`config.mk`:
```
export PLATFORM = sky130hd
export DESIGN_NAME = load_store_unit_flat
export DESIGN_NICKNAME = d
export VERILOG_FILES = /design/src/rtl/lsu_pkg.sv /design/src/rtl/lsu_if.sv /design/src/rtl/lsu_lane_align.sv /design/src/rtl/load_store_unit.sv /design/src/flat_wrapper.sv
export SDC_FILE = /design/constraint.sdc
export NUM_CORES = 1
export LEC_CHECK = 0
export ABC_CLOCK_PERIOD_IN_PS = 5800
export CORE_ASPECT_RATIO = 1.2
export CORE_MARGIN = 2
export CORE_UTILIZATION = 48
export DETAILED_ROUTE_END_ITERATION = 16
export PLACE_DENSITY = 0.86
export SLEW_MARGIN = 5
export SYNTH_ARGS = -nofsm -noshare
export SYNTH_HDL_FRONTEND = slang
export SYNTH_SLANG_ARGS = --single-unit
export TNS_END_PERCENT = 50
```
`constraint.sdc`:
```
create_clock -name clk -period 5.8 [get_ports clk]
set_clock_uncertainty 0.1 [all_clocks]
set_input_delay 1.16 -clock clk [delete_from_list [all_inputs] [get_ports clk]]
set_output_delay 1.16 -clock clk [all_outputs]
set_load 0.005 [all_outputs]
```
`src/rtl/lsu_pkg.sv`:
```
// Shared types and helpers for the load/store unit: funct3 codes, FSM states,
// latched request record, legality and misalignment checks.
package lsu_pkg;
    localparam int DM_ADDRESS = 9;
    localparam int DATA_W     = 32;

    localparam logic [2:0] F3_B  = 3'b000;
    localparam logic [2:0] F3_H  = 3'b001;
    localparam logic [2:0] F3_W  = 3'b010;
    localparam logic [2:0] F3_BU = 3'b100;
    localparam logic [2:0] F3_HU = 3'b101;

    typedef enum logic [1:0] {IDLE, REQ, WAIT_R, RESP} lsu_state_t;

    typedef struct packed {
        logic                  we;
        logic [DM_ADDRESS-1:0] addr;
        logic [DATA_W-1:0]     wdata;
        logic [2:0]            funct3;
    } lsu_req_t;

    // funct3[1:0] encodes the access size for every legal code
    function automatic logic is_misaligned(input logic [2:0] f3, input logic [1:0] lo);
        case (f3[1:0])
            2'b01:   return lo[0];
            2'b10:   return |lo;
            default: return 1'b0;
        endcase
    endfunction

    function automatic logic is_legal(input logic we, input logic [2:0] f3);
        case (f3)
            F3_B, F3_H, F3_W: return 1'b1;
            F3_BU, F3_HU:     return !we;
            default:          return 1'b0;
        endcase
    endfunction

    function automatic logic [1:0] align_lo(input logic [2:0] f3, input logic [1:0] lo);
        case (f3[1:0])
            2'b01:   return {lo[1], 1'b0};
            2'b10:   return 2'b00;
            default: return lo;
        endcase
    endfunction
endpackage

```
`src/rtl/lsu_if.sv`:
```
// Core-side request/response and memory-side bus interfaces of the LSU.
interface lsu_core_if;
    import lsu_pkg::*;
    logic                  req_valid;
    logic                  req_ready;
    logic                  req_we;
    logic [DM_ADDRESS-1:0] req_addr;
    logic [DATA_W-1:0]     req_wdata;
    logic [2:0]            req_funct3;
    logic                  resp_valid;
    logic [DATA_W-1:0]     resp_rdata;
    logic                  resp_err;

    modport master (output req_valid, req_we, req_addr, req_wdata, req_funct3,
                    input  req_ready, resp_valid, resp_rdata, resp_err);
    modport slave  (input  req_valid, req_we, req_addr, req_wdata, req_funct3,
                    output req_ready, resp_valid, resp_rdata, resp_err);
endinterface

interface lsu_mem_if;
    import lsu_pkg::*;
    logic                  mem_req;
    logic                  mem_we;
    logic [DM_ADDRESS-1:0] mem_addr;
    logic [3:0]            mem_be;
    logic [DATA_W-1:0]     mem_wdata;
    logic                  mem_gnt;
    logic                  mem_rvalid;
    logic [DATA_W-1:0]     mem_rdata;

    modport master (output mem_req, mem_we, mem_addr, mem_be, mem_wdata,
                    input  mem_gnt, mem_rvalid, mem_rdata);
    modport slave  (input  mem_req, mem_we, mem_addr, mem_be, mem_wdata,
                    output mem_gnt, mem_rvalid, mem_rdata);
endinterface

```
`src/rtl/lsu_lane_align.sv`:
```
// Byte-lane steering: store byte enables / lane replication and load
// byte/halfword selection with sign or zero extension.
module lsu_lane_align
    import lsu_pkg::*;
(
    input  logic              we,
    input  logic [2:0]        funct3,
    input  logic [1:0]        lo,
    input  logic [DATA_W-1:0] wdata,
    input  logic [DATA_W-1:0] rdata,
    output logic [3:0]        be,
    output logic [DATA_W-1:0] wdata_lane,
    output logic [DATA_W-1:0] rdata_ext
);
    logic [7:0]  b;
    logic [15:0] h;

    always_comb begin
        be         = 4'b1111;
        wdata_lane = wdata;
        rdata_ext  = rdata;
        b          = rdata[{lo, 3'b000} +: 8];
        h          = rdata[{lo[1], 4'b0000} +: 16];
        case (funct3[1:0])
            2'b00: begin
                be         = 4'b0001 << lo;
                wdata_lane = {4{wdata[7:0]}};
                rdata_ext  = funct3[2] ? {24'b0, b} : {{24{b[7]}}, b};
            end
            2'b01: begin
                be         = 4'b0011 << {lo[1], 1'b0};
                wdata_lane = {2{wdata[15:0]}};
                rdata_ext  = funct3[2] ? {16'b0, h} : {{16{h[15]}}, h};
            end
            default: ;
        endcase
        // loads always fetch the full word
        if (!we) be = 4'b1111;
    end
endmodule

```
`src/rtl/load_store_unit.sv`:
```
// Single-outstanding load/store unit between execute stage and data memory.
// Optional LSU_MISALIGN_TRAP_EN: misaligned accesses error out instead of being aligned down.
module load_store_unit
    import lsu_pkg::*;
(
    input  logic       clk,
    input  logic       rst_n,
    lsu_core_if.slave  core,
    lsu_mem_if.master  mem
);
    lsu_state_t        state, state_n;
    lsu_req_t          r;
    logic              err_q;
    logic [DATA_W-1:0] rdata_q;
    logic              acc_err;
    logic [1:0]        eff_lo;
    logic [3:0]        be;
    logic [DATA_W-1:0] wdata_lane, rdata_ext;
    logic              in_req;

    always_comb begin
`ifdef LSU_MISALIGN_TRAP_EN
        acc_err = !is_legal(core.req_we, core.req_funct3) ||
                  is_misaligned(core.req_funct3, core.req_addr[1:0]);
        eff_lo  = core.req_addr[1:0];
`else
        acc_err = !is_legal(core.req_we, core.req_funct3);
        eff_lo  = align_lo(core.req_funct3, core.req_addr[1:0]);
`endif
    end

    always_ff @(posedge clk or negedge rst_n) begin
        if (!rst_n) state <= IDLE;
        else        state <= state_n;
    end

    always_comb begin
        state_n = state;
        case (state)
            IDLE:    if (core.req_valid) state_n = acc_err ? RESP : REQ;
            REQ:     if (mem.mem_gnt)    state_n = r.we ? RESP : WAIT_R;
            WAIT_R:  if (mem.mem_rvalid) state_n = RESP;
            RESP:    state_n = IDLE;
            default: state_n = IDLE;
        endcase
    end

    always_ff @(posedge clk or negedge rst_n) begin
        if (!rst_n) begin
            r       <= '0;
            err_q   <= 1'b0;
            rdata_q <= '0;
        end else if (state == IDLE && core.req_valid) begin
            r       <= '{we: core.req_we, addr: {core.req_addr[DM_ADDRESS-1:2], eff_lo},
                         wdata: core.req_wdata, funct3: core.req_funct3};
            err_q   <= acc_err;
            rdata_q <= '0;
        end else if (state == WAIT_R && mem.mem_rvalid) begin
            rdata_q <= rdata_ext;
        end
    end

    lsu_lane_align u_align (
        .we         (r.we),
        .funct3     (r.funct3),
        .lo         (r.addr[1:0]),
        .wdata      (r.wdata),
        .rdata      (mem.mem_rdata),
        .be         (be),
        .wdata_lane (wdata_lane),
        .rdata_ext  (rdata_ext)
    );

    // bus outputs decode from state so reset drops them without a clock edge
    assign in_req          = (state == REQ);
    assign mem.mem_req     = in_req;
    assign mem.mem_we      = in_req & r.we;
    assign mem.mem_addr    = in_req ? {r.addr[DM_ADDRESS-1:2], 2'b00} : '0;
    assign mem.mem_be      = in_req ? be : 4'b0000;
    assign mem.mem_wdata   = in_req ? wdata_lane : '0;

    assign core.req_ready  = (state == IDLE);
    assign core.resp_valid = (state == RESP);
    assign core.resp_rdata = rdata_q;
    assign core.resp_err   = err_q;
endmodule

```
`src/flat_wrapper.sv`:
```
// flat-port wrapper written by rule: the top's interface ports become plain ports
module load_store_unit_flat import lsu_pkg::*;
  (clk, rst_n, core_req_valid, core_req_we, core_req_addr, core_req_wdata, core_req_funct3, core_req_ready, core_resp_valid, core_resp_rdata, core_resp_err, mem_mem_req, mem_mem_we, mem_mem_addr, mem_mem_be, mem_mem_wdata, mem_mem_gnt, mem_mem_rvalid, mem_mem_rdata);
  lsu_core_if core_i ();
  lsu_mem_if mem_i ();
  input  logic clk;
  input  logic rst_n;
  input wire logic [$bits(core_i.req_valid)-1:0] core_req_valid;
  input wire logic [$bits(core_i.req_we)-1:0] core_req_we;
  input wire logic [$bits(core_i.req_addr)-1:0] core_req_addr;
  input wire logic [$bits(core_i.req_wdata)-1:0] core_req_wdata;
  input wire logic [$bits(core_i.req_funct3)-1:0] core_req_funct3;
  output wire logic [$bits(core_i.req_ready)-1:0] core_req_ready;
  output wire logic [$bits(core_i.resp_valid)-1:0] core_resp_valid;
  output wire logic [$bits(core_i.resp_rdata)-1:0] core_resp_rdata;
  output wire logic [$bits(core_i.resp_err)-1:0] core_resp_err;
  output wire logic [$bits(mem_i.mem_req)-1:0] mem_mem_req;
  output wire logic [$bits(mem_i.mem_we)-1:0] mem_mem_we;
  output wire logic [$bits(mem_i.mem_addr)-1:0] mem_mem_addr;
  output wire logic [$bits(mem_i.mem_be)-1:0] mem_mem_be;
  output wire logic [$bits(mem_i.mem_wdata)-1:0] mem_mem_wdata;
  input wire logic [$bits(mem_i.mem_gnt)-1:0] mem_mem_gnt;
  input wire logic [$bits(mem_i.mem_rvalid)-1:0] mem_mem_rvalid;
  input wire logic [$bits(mem_i.mem_rdata)-1:0] mem_mem_rdata;
  assign core_i.req_valid = core_req_valid;
  assign core_i.req_we = core_req_we;
  assign core_i.req_addr = core_req_addr;
  assign core_i.req_wdata = core_req_wdata;
  assign core_i.req_funct3 = core_req_funct3;
  assign core_req_ready = core_i.req_ready;
  assign core_resp_valid = core_i.resp_valid;
  assign core_resp_rdata = core_i.resp_rdata;
  assign core_resp_err = core_i.resp_err;
  assign mem_mem_req = mem_i.mem_req;
  assign mem_mem_we = mem_i.mem_we;
  assign mem_mem_addr = mem_i.mem_addr;
  assign mem_mem_be = mem_i.mem_be;
  assign mem_mem_wdata = mem_i.mem_wdata;
  assign mem_i.mem_gnt = mem_mem_gnt;
  assign mem_i.mem_rvalid = mem_mem_rvalid;
  assign mem_i.mem_rdata = mem_mem_rdata;
  load_store_unit u_core (.clk(clk), .rst_n(rst_n), .core(core_i), .mem(mem_i));
endmodule
```
==> out/summary.txt <==
H-tree depth - 3
Yosys reg bits - 80
Global-route wire length before repair - 19.4 mm
# rows - 37
Area growth from synthesis to layout - 43.5%
Most frequent cell after synthesis - dfrtp_1
Hold Path Class - register to register
Worst-Skew Late Latency - 0.36 ns
Root buf cell - clkbuf_8
Post-synth ARST share - 1.00
Critical-path top delay cell - inv_1
CTS Buf Count - 9
# diodes - 0
WL/cell - 18.2 um
Die span in y - 107 um
Netlist cell types - 33
TritonCTS clock tree - done
Post-cts resize count - 0
Max VDD drop - 0.271 mV
CTS max path bufs - 2
Final setup vio count - 0
GRT Total Usage - 0.269
Largest net degree at the start of global routing - 81
Worst-margin pin slew - 1.08 ns
DR vias - 3,751
Critical Path RT - 4.54 ns
DR vias/cell - 5.50
Residual DRC - 0
Sink Count - 80
Final Hold Vio Count - 0
Gate Count Post-Synth - 413
DRT iter0 DRCs - 124
Final Slew Violations - 0
Detailed-route wire length - 12.4 mm
Total leakage power - 2.59 nW
Minimum clock period - 4.12 ns
Post-DP HPWL - 9.04 mm
Final Cycle Share - 0.710
Setup TNS - 0 ns
Area contributors post-synth - dfrtp_1, mux2_2, mux2i_1
Synth area leader - dfrtp_1
Crit-path max FO - 29
Share of layout cells above drive strength 1 - 0.133
Syn_area_per_cell - 10.2 sq um
Pwr Total - 3.01 mW
Slew HR - 0.274
Initial core utilization - 0.492
Crit-path cells - inv_1, ha_1, inv_1, a21oi_1, clkdlybuf4s50_1
Synth top cells by count - dfrtp_1, mux2_2, nand2_1, nor2_1, a21oi_1
Vias in the first global route - 3,851
Yosys warnings - 0
Post-synthesis cell area - 0.00422 sq mm
Reg clk slew, reported paths - 0.08 ns
Post-CTS setup buffer count - 0
Critical path's largest stage delay - 0.57 ns
Nets - 649
Yosys top cell area share - 0.475
Synth Flop Type - dfrtp_1
Sequential-to-total area share from yosys stat - 0.475
Port Buffer Count - 161
PD cells - 498 mW/mm^2
Final ANT Viol Nets - 0
Outcome - finished clean
Most frequent CP cell - inv_1
Setup Crit Path Kind - register to primary output
Largest delay share family, worst path - buffers and inverters
Die area - 0.00955 sq mm
Maximum clock rate - 0.243 GHz
CP Buf/Inv Count - 3
Core area - 0.00856 sq mm
CP Launch Type - register
Gpl congestion - 0.895
Unrepaired setup endpoints after global routing - false
Die width - 89.6 um
Grt total ovfl - 0
Initial antenna violation count - 0
EDFF count, synth - 0
Critical Path AT - 2.86 ns
Drt pass-1 iters - 4
CP Capture Type - primary output
Maxcap violations - 0
Hold_buf cts - 0
Filler cells - 634
Num ports - 164
==> placed cells by master (no fill, tap or decap) <==
cell and count:
a221oi_1 1, nand2_2 1, clkbuf_8 9, clkdlybuf4s50_1 160, mux2_2 42, o221ai_1 1
inv_1 15, mux2i_1 25, nor2_1 39, nand2b_1 4, ha_1 7, bufinv_16 1
a22oi_2 1, and2_1 16, nor2b_1 17, clkinv_2 5, nor4bb_1 1, a221o_2 10
a21oi_1 36, or2_1 1, o21ai_0 19, nand3b_1 1, a2111oi_4 1, a221o_1 12
conb_1 2, nor3b_1 1, nand2_1 38, nand3_1 9, o22ai_1 1, o21bai_1 1
o31ai_1 2, clkinvlp_4 1, dfrtp_2 1, buf_4 3, a211o_1 2, dfrtp_1 79
==> path summary, 6_finish.rpt <==
path,to,slack (ns),startpoint,cells after the start
worst min register to register,u_core.core.resp_rdata[15]$_DFFE_PN0P_,0.39,u_core.core.resp_rdata[15]$_DFFE_PN0P_,2
max in group asynchronous,u_core.r[1]$_DFFE_PN0N_,4.04,rst_n,1
worst min-delay path,u_core.core.resp_rdata[15]$_DFFE_PN0P_,0.39,u_core.core.resp_rdata[15]$_DFFE_PN0P_,2
min in group asynchronous,u_core.core.resp_rdata[25]$_DFFE_PN0P_,0.87,rst_n,1
worst max register to register,u_core.core.resp_rdata[23]$_DFFE_PN0P_,2.76,u_core.state[0]$_DFFE_PN0P_,6
worst max-delay path,mem_mem_wdata[12],1.68,u_core.state[1]$_DFFE_PN0P_,5
==> cell families after synthesis <==
| group | count (synthesis) | synth area share |
|---|---|---|
| adder cells (fa/ha/maj) | 7 | 0.0208 |
| AO/OA/AOI/OAI | 87 | 0.144 |
| flip-flops | 80 | 0.475 |
| multiplexers | 67 | 0.172 |
| AND/OR/NAND/NOR | 128 | 0.142 |
| other | 1 | 0.000889 |
| buffers and inverters | 43 | 0.0457 |
==> power breakdown <==
group | switching, mW | total [mW] | internal (mW)
combinational | 0.633 | 1.51 | 0.872
sequential | 0.293 | 1.10 | 0.812
clock | 0.207 | 0.402 | 0.195
==> cell type report <==
type / instances / area [sq um] / area share
sequential: 80 / 2000 / 0.331
clock buffer: 9 / 124 / 0.0205
inverter: 15 / 56.3 / 0.00931
timing repair buffer: 163 / 1620 / 0.268
multi-input combinational: 291 / 2030 / 0.336
clock inverter: 7 / 62.6 / 0.0103
tap: 117 / 146 / 0.0242
==> registers in the layout, indices dropped and copies added, names as in the netlist <==
signal and flops:
u_core.r 45, u_core.core.resp_rdata 32, u_core.state 2, u_core.core.resp_err 1
==> routing by layer <==
metal	wire length (um)	track usage
met5	0	0
met4	343	0.124
met1	4980	0.329
met2	6100	0.443
met3	1010	0.0616
==> worst register-to-register path, stage by stage (launching register included) <==
cell and delay [ns]:
dfrtp_1 0.42, inv_1 0.10, ha_1 0.27, nand2_2 0.09, nand3_1 0.58, nor2_1 1.09, a221o_2 0.32
==> metrics by stage <==
step	setup WS, ns	instances	utilization	cell area (sq um)	hold WS (ns)
detailed placement	1.94	666	0.685	5860	0.383
finish	1.68	682	0.706	6050	0.391
global placement	2.04	666	0.685	5860	0.375
CTS	1.64	682	0.706	6050	0.394
floorplan	3.10	414	-	4220	0.371
global route	1.41	682	0.706	6050	0.419
Note: power is estimated with default switching activity, not from simulation.
